[src/rtl/rf_wport_arbiter_if.sv]
`default_nettype none
// ============================================================================
// Module      : rf_wport_arbiter_if
// Description : Bundles the writeback request, long-latency result and
//               register-file write-port signals of rf_wport_arbiter.
//               slave  = arbiter side, master = pipeline / register-file side.
// Revision    : 1.0 - initial release
// ============================================================================
interface rf_wport_arbiter_if;
    // Writeback request
    logic        wb_valid;
    logic [3:0]  wb_we;
    logic [4:0]  wb_waddr;
    logic [31:0] wb_wdata;
    logic [31:0] wb_pc;
    logic        wb_ready;
    // Long-latency result
    logic        lu_valid;
    logic [4:0]  lu_waddr;
    logic [31:0] lu_wdata;
    logic [31:0] lu_pc;
    logic        lu_ready;
    // Register-file write port and hazard mask
    logic [3:0]  rf_we;
    logic [4:0]  rf_waddr;
    logic [31:0] rf_wdata;
    logic [31:0] rf_pc;
    logic [31:0] pend_mask;

    modport slave (
        input  wb_valid, wb_we, wb_waddr, wb_wdata, wb_pc,
        input  lu_valid, lu_waddr, lu_wdata, lu_pc,
        output wb_ready, lu_ready,
        output rf_we, rf_waddr, rf_wdata, rf_pc, pend_mask
    );

    modport master (
        output wb_valid, wb_we, wb_waddr, wb_wdata, wb_pc,
        output lu_valid, lu_waddr, lu_wdata, lu_pc,
        input  wb_ready, lu_ready,
        input  rf_we, rf_waddr, rf_wdata, rf_pc, pend_mask
    );
endinterface
`default_nettype wire

[src/rtl/rf_wport_arbiter.sv]
`default_nettype none
// ============================================================================
// Module      : rf_wport_arbiter
// Description : Shares the register-file write port between writeback
//               (pass-through) and a queued long-latency result source that
//               drains into idle write-port cycles. Exports a pending mask
//               of registers targeted by queued entries.
//               Optional macro RF_ARB_STARVE_EN enables the starvation guard
//               that stalls writeback once the queue head has waited
//               STARVE_LIMIT cycles.
// Revision    : 1.0 - initial release
// ============================================================================
module rf_wport_arbiter #(
    parameter int FIFO_DEPTH   = 2,
    parameter int STARVE_LIMIT = 4
) (
    input  wire logic         clk,
    input  wire logic         resetn,
    rf_wport_arbiter_if.slave bus
);

    localparam int AW = $clog2(FIFO_DEPTH);

    // Reject illegal configurations at elaboration
    if ((FIFO_DEPTH < 2) || ((FIFO_DEPTH & (FIFO_DEPTH - 1)) != 0) ||
        (STARVE_LIMIT < 1) || (STARVE_LIMIT > 15)) begin : g_param_check
        $error("rf_wport_arbiter: illegal FIFO_DEPTH or STARVE_LIMIT");
    end

    // Queue state
    logic [AW:0]            r_wr_ptr;
    logic [AW:0]            r_rd_ptr;
    logic [FIFO_DEPTH-1:0]  r_vld;
    logic [4:0]             r_addr [FIFO_DEPTH];
    logic [31:0]            r_data [FIFO_DEPTH];
    logic [31:0]            r_pc   [FIFO_DEPTH];
    logic [31:0]            r_pend;

    logic                   w_empty;
    logic                   w_full;
    logic                   w_lu_ready;
    logic                   w_push;
    logic                   w_store;
    logic                   w_pop;
    logic                   w_force;
    logic                   w_wb;
    logic                   w_drain;
    logic [AW-1:0]          w_wr_idx;
    logic [AW-1:0]          w_rd_idx;
    logic [FIFO_DEPTH-1:0]  w_vld_nxt;
    logic [31:0]            w_pend_nxt;
    logic [4:0]             w_addr_nxt;

    assign w_wr_idx   = r_wr_ptr[AW-1:0];
    assign w_rd_idx   = r_rd_ptr[AW-1:0];
    assign w_empty    = (r_wr_ptr == r_rd_ptr);
    assign w_full     = (r_wr_ptr[AW] != r_rd_ptr[AW]) && (w_wr_idx == w_rd_idx);
    assign w_lu_ready = resetn && !w_full;
    assign w_push     = bus.lu_valid && w_lu_ready;
    // A result for r0 is consumed without ever occupying a slot
    assign w_store    = w_push && (bus.lu_waddr != 5'd0);

`ifdef RF_ARB_STARVE_EN
    logic [3:0] r_starve;

    assign w_force = !w_empty && (r_starve >= 4'(STARVE_LIMIT));

    // Count head losses; reset on any pop or while empty, saturate at 15
    always_ff @(posedge clk or negedge resetn) begin
        if (!resetn) begin
            r_starve <= 4'd0;
        end else if (w_empty || w_pop) begin
            r_starve <= 4'd0;
        end else if (r_starve != 4'hf) begin
            r_starve <= r_starve + 4'd1;
        end
    end
`else
    // Without the guard writeback has strict priority
    assign w_force = 1'b0;
`endif

    assign w_wb    = !w_force && bus.wb_valid && (bus.wb_we != 4'd0);
    assign w_drain = !w_force && !w_wb && !w_empty;
    assign w_pop   = resetn && (w_force || w_drain);

    // Write-port mux: queue head, writeback, or nothing; all zero in reset
    always_comb begin
        bus.rf_we    = 4'd0;
        bus.rf_waddr = 5'd0;
        bus.rf_wdata = 32'd0;
        bus.rf_pc    = 32'd0;
        if (resetn) begin
            if (w_force || w_drain) begin
                bus.rf_we    = 4'hf;
                bus.rf_waddr = r_addr[w_rd_idx];
                bus.rf_wdata = r_data[w_rd_idx];
                bus.rf_pc    = r_pc[w_rd_idx];
            end else if (w_wb) begin
                bus.rf_we    = bus.wb_we;
                bus.rf_waddr = bus.wb_waddr;
                bus.rf_wdata = bus.wb_wdata;
                bus.rf_pc    = bus.wb_pc;
            end
        end
    end

    assign bus.wb_ready  = resetn && !w_force;
    assign bus.lu_ready  = w_lu_ready;
    assign bus.pend_mask = r_pend;

    // Next-cycle pending mask from the post-update slot contents, so that
    // duplicate destinations in the queue are handled correctly
    always_comb begin
        w_vld_nxt  = r_vld;
        w_pend_nxt = 32'd0;
        w_addr_nxt = 5'd0;
        if (w_pop) begin
            w_vld_nxt[w_rd_idx] = 1'b0;
        end
        if (w_store) begin
            w_vld_nxt[w_wr_idx] = 1'b1;
        end
        for (int i = 0; i < FIFO_DEPTH; i++) begin
            w_addr_nxt = (w_store && (w_wr_idx == AW'(i))) ? bus.lu_waddr : r_addr[i];
            if (w_vld_nxt[i]) begin
                w_pend_nxt = w_pend_nxt | (32'd1 << w_addr_nxt);
            end
        end
    end

    // Queue pointers, slot valid bits and pending mask
    always_ff @(posedge clk or negedge resetn) begin
        if (!resetn) begin
            r_wr_ptr <= '0;
            r_rd_ptr <= '0;
            r_vld    <= '0;
            r_pend   <= 32'd0;
        end else begin
            if (w_store) begin
                r_wr_ptr <= r_wr_ptr + 1'b1;
            end
            if (w_pop) begin
                r_rd_ptr <= r_rd_ptr + 1'b1;
            end
            r_vld  <= w_vld_nxt;
            r_pend <= w_pend_nxt;
        end
    end

    // Queue payload storage; contents are qualified by r_vld and pointers
    always_ff @(posedge clk) begin
        if (w_store) begin
            r_addr[w_wr_idx] <= bus.lu_waddr;
            r_data[w_wr_idx] <= bus.lu_wdata;
            r_pc[w_wr_idx]   <= bus.lu_pc;
        end
    end

endmodule
`default_nettype wire

[src/flat_wrapper.sv]
// flat-port wrapper written by rule: the top's interface ports become plain ports
module rf_wport_arbiter_flat 
#(
    parameter int FIFO_DEPTH   = 2,
    parameter int STARVE_LIMIT = 4
)
  (clk, resetn, bus_wb_valid, bus_wb_we, bus_wb_waddr, bus_wb_wdata, bus_wb_pc, bus_lu_valid, bus_lu_waddr, bus_lu_wdata, bus_lu_pc, bus_wb_ready, bus_lu_ready, bus_rf_we, bus_rf_waddr, bus_rf_wdata, bus_rf_pc, bus_pend_mask);
  rf_wport_arbiter_if bus_i ();
  input  wire logic clk;
  input  wire logic resetn;
  input wire logic [$bits(bus_i.wb_valid)-1:0] bus_wb_valid;
  input wire logic [$bits(bus_i.wb_we)-1:0] bus_wb_we;
  input wire logic [$bits(bus_i.wb_waddr)-1:0] bus_wb_waddr;
  input wire logic [$bits(bus_i.wb_wdata)-1:0] bus_wb_wdata;
  input wire logic [$bits(bus_i.wb_pc)-1:0] bus_wb_pc;
  input wire logic [$bits(bus_i.lu_valid)-1:0] bus_lu_valid;
  input wire logic [$bits(bus_i.lu_waddr)-1:0] bus_lu_waddr;
  input wire logic [$bits(bus_i.lu_wdata)-1:0] bus_lu_wdata;
  input wire logic [$bits(bus_i.lu_pc)-1:0] bus_lu_pc;
  output wire logic [$bits(bus_i.wb_ready)-1:0] bus_wb_ready;
  output wire logic [$bits(bus_i.lu_ready)-1:0] bus_lu_ready;
  output wire logic [$bits(bus_i.rf_we)-1:0] bus_rf_we;
  output wire logic [$bits(bus_i.rf_waddr)-1:0] bus_rf_waddr;
  output wire logic [$bits(bus_i.rf_wdata)-1:0] bus_rf_wdata;
  output wire logic [$bits(bus_i.rf_pc)-1:0] bus_rf_pc;
  output wire logic [$bits(bus_i.pend_mask)-1:0] bus_pend_mask;
  assign bus_i.wb_valid = bus_wb_valid;
  assign bus_i.wb_we = bus_wb_we;
  assign bus_i.wb_waddr = bus_wb_waddr;
  assign bus_i.wb_wdata = bus_wb_wdata;
  assign bus_i.wb_pc = bus_wb_pc;
  assign bus_i.lu_valid = bus_lu_valid;
  assign bus_i.lu_waddr = bus_lu_waddr;
  assign bus_i.lu_wdata = bus_lu_wdata;
  assign bus_i.lu_pc = bus_lu_pc;
  assign bus_wb_ready = bus_i.wb_ready;
  assign bus_lu_ready = bus_i.lu_ready;
  assign bus_rf_we = bus_i.rf_we;
  assign bus_rf_waddr = bus_i.rf_waddr;
  assign bus_rf_wdata = bus_i.rf_wdata;
  assign bus_rf_pc = bus_i.rf_pc;
  assign bus_pend_mask = bus_i.pend_mask;
  rf_wport_arbiter #(.FIFO_DEPTH(FIFO_DEPTH), .STARVE_LIMIT(STARVE_LIMIT)) u_core (.clk(clk), .resetn(resetn), .bus(bus_i));
endmodule
[config.mk]
export PLATFORM = sky130hd
export DESIGN_NAME = rf_wport_arbiter_flat
export DESIGN_NICKNAME = d
export VERILOG_FILES = /design/src/rtl/rf_wport_arbiter_if.sv /design/src/rtl/rf_wport_arbiter.sv /design/src/flat_wrapper.sv
export SDC_FILE = /design/constraint.sdc
export NUM_CORES = 1
export LEC_CHECK = 0
export CAP_MARGIN = 15
export CORE_UTILIZATION = 46
export DETAILED_ROUTE_END_ITERATION = 8
export HOLD_SLACK_MARGIN = 0.08
export PLACE_DENSITY_LB_ADDON = 0.15
export RECOVER_POWER = 100
export SLEW_MARGIN = 20
export SYNTH_ARGS = -nofsm -noshare
export SYNTH_HDL_FRONTEND = slang
export SYNTH_SLANG_ARGS = --single-unit
[constraint.sdc]
create_clock -name clk -period 3.2 [get_ports clk]
set_input_delay 0.64 -clock clk [delete_from_list [all_inputs] [get_ports clk]]
set_output_delay 0.64 -clock clk [all_outputs]
set_load 0.1 [all_outputs]
* Word level (Yosys, flattened, before mapping) *
Memories as Yosys holds them, arrays and structs flattened.
Index checks and enable logic that the tools add are counted.

storage, ports and cells
  register bits after elaboration = 38
  bits in writable memories = 138
  input bits = 146
  logic and storage cells = 63
  memories kept = 3

operators by class
  add/sub/neg operators = 2
  order comparisons = 4
  equality and inequality tests = 3
  shift operators = 2
  multiplexer cells = 24
  bitwise logic cells = 5
  reduce and logical (&&, ||, !) cells = 16

memories
  memory         words  width  read ports  clocked after memory_dff  wr ports  RTL line                RTL
  u_core.r_data  2      32     1           0                         1         rf_wport_arbiter.sv:35  logic [31:0] r_data [FIFO_DEPTH];
  u_core.r_pc    2      32     1           0                         1         rf_wport_arbiter.sv:36  logic [31:0] r_pc [FIFO_DEPTH];
  u_core.r_addr  2      5      3           0                         1         rf_wport_arbiter.sv:34  logic [4:0] r_addr [FIFO_DEPTH];

operators by type and width
  kind                                                      number
  two-way mux 32 bit                                        8
  left shift 1 x 5 -> 32 bit, first input constant          2
  OR 32 bit                                                 1
  two-way mux 5 bit                                         5
  two-way mux 4 bit                                         3
  logical AND 1 bit                                         11
  nonzero test 5 bit                                        1
  adder 2 x 1 -> 2 bit, second input constant               2
  < comparator 1 x 2 -> 1 bit, second input constant        2
  two-way mux 1 bit                                         4
  two-way mux 2 bit                                         2
  nonzero test 4 bit                                        1
  logical NOT 1 bit                                         3
  AND 2 bit                                                 1
  demux 1 bit (select 1 bit)                                2
  equality test 2 bit                                       1
  greater-or-equal comparator 1 bit, second input constant  2
  inverter 2 bit                                            1
  OR 2 bit                                                  1
  equality test 1 bit                                       1
  inequality test 1 bit                                     1
  inverter 1 bit                                            1

* Depth between registers and ports, before layout *
Gate-level depths: netlist (run 1).

  word-level depth = 12
  depth in mapped cells = 9
  gate-level depth less buffers = 7

* Least setup slack after synthesis (run 1) *
No wires, ideal clock.

  path kind = input port to output port
  start point = input port bus_wb_we[1]
  end point = output port bus_rf_waddr[0]
  data arrival time = 2.750 ns
  data required time = 2.560 ns
  path slack = -0.190 ns
  cell stages on the path = 4
  path buffers = 0
  cell sequence = o41a_1 -> nor2_1 -> a22oi_1 -> nor2_1

between the ends
  word-level cells in the longest chain between the ends = 6

ends and longest elaborated chain
  what                  RTL line                RTL
  from (decl)           flat_wrapper.sv:12      input wire logic [$bits(bus_i.wb_we)-1:0] bus_wb_we;
  nonzero test 4 bit *  rf_wport_arbiter.sv:83  assign w_wb = !w_force && bus.wb_valid && (bus.wb_we != 4'd0);
  logical AND 1 bit *   rf_wport_arbiter.sv:83
  logical NOT 1 bit     rf_wport_arbiter.sv:84  assign w_drain = !w_force && !w_wb && !w_empty;
  logical AND 1 bit     rf_wport_arbiter.sv:84
  two-way mux 5 bit *   rf_wport_arbiter.sv:94  if (w_force || w_drain) begin
  two-way mux 5 bit *   rf_wport_arbiter.sv:93  if (resetn) begin
  to (decl)             flat_wrapper.sv:23      output wire logic [$bits(bus_i.rf_waddr)-1:0] bus_rf_waddr;

Mark *: on every way between the ends. The rest lies on a longest branch, timed or not.

* Final worst setup path (run 1) *
  start point = input port bus_wb_valid
  end point = output port bus_rf_pc[29]

between the ends
  word-level cells in the longest chain between the ends = 5

ends and longest elaborated chain
  what                  RTL line                RTL
  from (decl)           flat_wrapper.sv:11      input wire logic [$bits(bus_i.wb_valid)-1:0] bus_wb_valid;
  logical AND 1 bit *   rf_wport_arbiter.sv:83
  logical NOT 1 bit     rf_wport_arbiter.sv:84
  logical AND 1 bit     rf_wport_arbiter.sv:84
  two-way mux 32 bit *  rf_wport_arbiter.sv:94
  two-way mux 32 bit *  rf_wport_arbiter.sv:93
  to (decl)             flat_wrapper.sv:25      output wire logic [$bits(bus_i.rf_pc)-1:0] bus_rf_pc;

Marks and branches as above.

==> run metrics, run 1 <==
TritonCTS clock tree built; post-synthesis sequential area ratio 69.4%; wire per inst 20.1 µm; Worst Path Required 2.56 ns; Setup TNS 0 ns; DR pass1 iterations 5; WP depth 10; TritonCTS buffer count 17; Port Buffer Count 252; Hold Vio Cnt, Final 0; P_leak 4.53 nW; initial antenna violation count 4; syn_area_per_cell 12.6 µm²; gpl congestion 0.870; First DRT Iteration DRCs 427; Power Density 808 nW/µm²; global-route wire length before repair 33.0 mm; worst min path class primary input to async pin; Max Fclk 318 MHz; core area 15400 µm²; fin crit share 98.1%; highest ir drop seen on vdd 0.522 mV; most frequent cells in the layout edfxtp_1 (138), buf_12 (89), nand2_1 (88); largest net degree at the start of global routing 70; Crit-path slowest cell clkdlybuf4s50_1; worst-path maximum fanout 6; register bit total from synthesis 176; Least-Margin Pin Slew 1.20 ns; WL final 22.3 mm; Synth Cell Area 7340 µm²; routed vias 6202; multi-input logic area 2370 µm²; die width 128 µm; post-route ant nets 0; register area 5090 µm²; Crit path buffers/inverters 6; worst endpoint data arrival time 2.50 ns; # clock sinks 176; Tot GR Track Use 26.7%; Die Area 16500 µm²; initial core utilization 47.8%; vias in the first global route 6229; Layout Area Growth over Synthesis 65.4%; critical path, cell by cell clkdlybuf4s50_1 > o41a_1 > buf_12 > a211oi_4 > buf_6 > clkbuf_16 > buf_12 > a22oi_1 > nand2_2 > buf_12; grt total ovfl 0; Final Total Pwr 0.00982 W; # IOs 253; Worst setup EP type output pin; CP Class primary input to output pin; top_reg_cell synth edfxtp_1; most used cell, CP buf_12; FFs w/ async S/R, synth 21.6%; setup violators final 0; Tmin final 3.14 ns; Critical Path Max Stage Delay 0.51 ns; r2r endpoint u_core.bus.pend_mask[24]$_DFF_PN0_; Synth cell types 42; dpl hpwl 15.2 mm; Root Buffer clkbuf_16; die height 128 µm; Startpoint Class primary input; H-tree Lvls 4; DRC viols 0; routed vias/inst 5.58; final net count 1029; R2R cell count 9; status finished clean; pins over their slew limit 0; Slew headroom 20.4%; CP delay by family, top buffers and inverters; Fill cells 900; Yosys warning count 0; num rows 45; worst clock skew 0.00510 ns; Synth Net Count 731; Clk pin slew, worst setup/hold paths 0.07 ns; Mapped Cells 585; Max Root-Sink Buffers 2; EDFF count, synth 138; max cap viols 0; commonest non-fill, non-tap cell in the layout edfxtp_1; Reg2Reg Launch Point u_core.r_rd_ptr[1]$_DFFE_PN0N_; fraction of final layout cells with drive strength greater than 1 28.7%; clk_lat worst skew 0.42 ns; Reg2Reg Setup Slack 0.69 ns
how the worst max path moves through the flow:
stage                  from               end  slack (ns)
2_1_floorplan  bus_wb_we[1]   bus_rf_waddr[4]        0.04
3_3_place_gp   bus_wb_we[1]  bus_rf_wdata[26]       -0.17
3_5_place_dp   bus_wb_we[1]  bus_rf_wdata[12]       -0.23
4_1_cts        bus_wb_we[0]  bus_rf_wdata[13]        0.02
5_1_grt        bus_wb_valid      bus_rf_pc[4]       -0.02
6_report       bus_wb_valid     bus_rf_pc[29]        0.06
synth_stat cells, drive strengths merged (4+ instances only):
cell type / instances / area share, %
a211oi: 4 / 0.48
mux2i: 7 / 0.95
nand2b: 7 / 0.60
nor2b: 6 / 0.51
nor2: 26 / 1.3
mux2: 5 / 0.77
a22oi: 74 / 7.6
nor3: 6 / 0.41
xor2: 4 / 0.48
a31oi: 6 / 0.51
edfxtp: 138 / 56
inv: 9 / 0.46
buf: 10 / 0.80
a32oi: 4 / 0.48
a21oi: 11 / 0.75
dfrtp: 38 / 13
o22ai: 32 / 2.7
clkbuf: 20 / 1.0
nand2: 151 / 7.7
power breakdown:
| part | switching (W) | total (W) | internal, W |
|---|---|---|---|
| clock | 0.000868 | 0.00202 | 0.00115 |
| sequential | 0.000162 | 0.00298 | 0.00282 |
| combinational | 0.00317 | 0.00482 | 0.00164 |
routing by layer:
| layer | vias to the layer above | global-route usage [%] | routed length, µm |
|---|---|---|---|
| li1 | 2821 | - | - |
| met1 | 2996 | 33.1 | 8590 |
| met2 | 347 | 44.6 | 11300 |
| met3 | 38 | 7.28 | 1890 |
| met4 | 0 | 10.9 | 591 |
| met5 | - | 0 | 0 |
metrics by stage:
stage | cells | cell area (µm²) | hold slack (ns) | setup WS (ns) | util [%]
after floorplan | 585 | 7510 | 0.344 | 0.0361 | -
after global placement | 1061 | 11300 | 0.543 | -0.174 | 73.7
after detailed placement | 1061 | 11300 | 0.548 | -0.234 | 73.7
after CTS | 1102 | 12000 | 0.179 | 0.0153 | 78.3
after global routing | 1111 | 12200 | 0.440 | -0.0177 | 79.0
final | 1111 | 12200 | 0.405 | 0.0603 | 79.0
sequential cells by signal, summed over array words and instances, names as in the netlist:
name,flops
u_core.bus.pend_mask,32
u_core.r_addr,10
u_core.r_data,64
u_core.r_pc,64
u_core.r_rd_ptr,2
u_core.r_vld,2
u_core.r_wr_ptr,2
worst reg2reg max path, stage by stage (launching register included):
cell,delay [ns]
dfrtp_1,0.44
xnor2_2,0.44
a211oi_4,0.12
buf_6,0.16
buf_12,0.15
clkbuf_16,0.16
nor2b_1,0.39
a32oi_1,0.21
buf_4,0.20
o22ai_1,0.16
cell families (layout without fill, tap and decap cells):
group	Yosys count	in the layout	share of synthesized area [%]
flip-flops	176	176	69.4
multiplexers	12	12	1.72
AO/OA/AOI/OAI	143	143	14.1
XOR/XNOR	5	5	0.698
AND/OR/NAND/NOR	210	210	11.8
buffers and inverters	39	350	2.30
other	0	4	0
repair_timing:
item / CTS / global route
resized for setup: 10 / 29
endpoints found under the hold margin: 0 / 0
cloned: 3 / 6
setup buffers: 6 / 0
setup endpoints to repair: 65 / 65
pin swaps: 13 / 19
hold buffers: 0 / 0
area by class of cell:
type / instances / area share (%)
Antenna cell: 4 / 0.0824
Tap cell: 211 / 2.17
Clock inverter: 13 / 1.13
Clock buffer: 19 / 3.56
Multi-Input combinational cell: 370 / 19.5
Timing Repair Buffer: 309 / 31.3
Inverter: 9 / 0.299
Sequential cell: 176 / 41.9
Note: power is estimated with default switching activity, not from simulation.
==> run 2: changes to the inputs <==
RECOVER_POWER = 25   (was 100)
==> run metrics, run 2 (same netlist as run 1, synthesis figures left out) <==
status finished clean; met1 usage 33.1%; # clock sinks 176; Slew headroom 63.8%; num rows 45; First DRT Iteration DRCs 452; highest ir drop seen on vdd 0.519 mV; Startpoint Class primary input; Tmin final 3.14 ns; Critical Path Max Stage Delay 0.51 ns; combinational share of power 49.3%; Reg power frac 30.3%; grt total ovfl 0; vias in the first global route 6229; Clk pin slew, worst setup/hold paths 0.06 ns; worst-path maximum fanout 6; Worst Path Required 2.56 ns; CP delay by family, top buffers and inverters; routed vias/inst 5.57; fraction of final layout cells with drive strength greater than 1 32.9%; Port Buffer Count 252; Fill cells 865; Crit-path slowest cell clkdlybuf4s50_1; gpl congestion 0.870; # IOs 253; Fin Hold WS 0.401 ns; Least-Margin Pin Slew 0.543 ns; fin cells 1110; H-tree Lvls 4; Die Area 16500 µm²; dpl ws -0.234 ns; multi-input logic area 2370 µm²; most used cell, CP buf_12; DRC viols 0; Net Sw Frac 42.6%; TritonCTS buffer count 17; met3 Usage GRT 7.28%; worst min path class primary input to async pin; critical path, cell by cell clkdlybuf4s50_1 > o41a_1 > buf_12 > a211oi_4 > buf_6 > clkbuf_16 > buf_12 > a22oi_1 > nand2_2 > buf_12; Placed Cells 1061; dpl hpwl 15.2 mm; worst clock skew 0.00647 ns; initial antenna violation count 3; worst endpoint data arrival time 2.50 ns; setup violators final 0; Max Root-Sink Buffers 2; clk_lat worst skew 0.42 ns; CP Class primary input to output pin; internal power 0.00566 W; post-route ant nets 0; most frequent cells in the layout edfxtp_1 (138), clkdlybuf4s50_1 (102), buf_12 (89); final net count 1029; P_leak 4.68 nW; Worst setup EP type output pin; Crit path buffers/inverters 6; Root Buffer clkbuf_16; Layout Area Growth over Synthesis 67.3%; post-layout util 80.0%; worst setup margin 0.0602 ns; TritonCTS clock tree built; Clk pwr share 20.4%; initial core utilization 47.8%; die width 128 µm; Hold Vio Cnt, Final 0; M2 GR Usage 44.6%; Max Fclk 318 MHz; die height 128 µm; WL final 22.3 mm; commonest non-fill, non-tap cell in the layout edfxtp_1; pins over their slew limit 0; DR pass1 iterations 5; fin crit share 98.1%; core area 15400 µm²; Tot GR Track Use 26.7%; global-route wire length before repair 33.0 mm; GR peak layer met2; largest net degree at the start of global routing 70; switching power 0.00421 W; wire per inst 20.1 µm; max cap viols 0; register area 5090 µm²; Setup TNS 0 ns; routed vias 6187; Reg2Reg Setup Slack 0.68 ns; Power Density 803 nW/µm²
run 2: area by class of cell:
cell class	instances	share of cell area, %
clock buffers	19	3.52
flip-flops and latches	176	41.5
clock inverters	13	1.12
repair buffers	309	32.1
diodes	3	0.0611
inverters	9	0.295
well taps	211	2.15
multi-input cells	370	19.3
run 2: worst reg2reg max path: stages, from the launching register on:
cell       delay (ns)
dfrtp_1          0.44
xnor2_2          0.44
a211oi_4         0.12
buf_6            0.16
buf_12           0.15
clkbuf_16        0.16
nor2b_1          0.40
a32oi_1          0.21
buf_4            0.20
o22ai_1          0.16
run 2: path summary, 6_finish.rpt:
check | to | startpoint | cells after the start
max | bus_rf_pc[29] | bus_wb_valid | 10
min | u_core.r_wr_ptr[0]$_DFFE_PN0N_ | resetn | 2
max reg2reg | u_core.bus.pend_mask[19]$_DFF_PN0_ | u_core.r_rd_ptr[1]$_DFFE_PN0N_ | 9
min reg2reg | u_core.r_wr_ptr[1]$_DFFE_PN0N_ | u_core.r_wr_ptr[1]$_DFFE_PN0N_ | 1
max in group asynchronous | u_core.r_vld[1]$_DFF_PN0_ | resetn | 2
min in group clk | u_core.r_wr_ptr[1]$_DFFE_PN0N_ | u_core.r_wr_ptr[1]$_DFFE_PN0N_ | 1
run 2: power groups by stage:
stage	combinational [W]	clock, W	sequential [W]
after floorplan	0.00263	0	0.00323
after global placement	0.00460	0	0.00301
after detailed placement	0.00465	0	0.00302
after CTS	0.00476	0.00203	0.00298
after global routing	0.00504	0.00213	0.00301
final	0.00486	0.00202	0.00298
run 2: metal layers:
metal	up-vias	wire (µm)
li1	2812	-
met1	2996	8580
met2	344	11400
met3	35	1820
met4	0	562
met5	-	0
run 2: per-stage QoR:
step / instance area [µm²] / total power, W
CTS: 12000 / 0.00977
global route: 12300 / 0.0102
global placement: 11300 / 0.00762
floorplan: 7510 / 0.00586
finish: 12300 / 0.00986
detailed placement: 11300 / 0.00767
run 2: timing repair:
action	in CTS	in global routing
pin swaps	13	19
buffers inserted	6	0
cloned	3	6
hold buffers	0	0
gates resized for setup	10	29
setup endpoints to repair	65	65
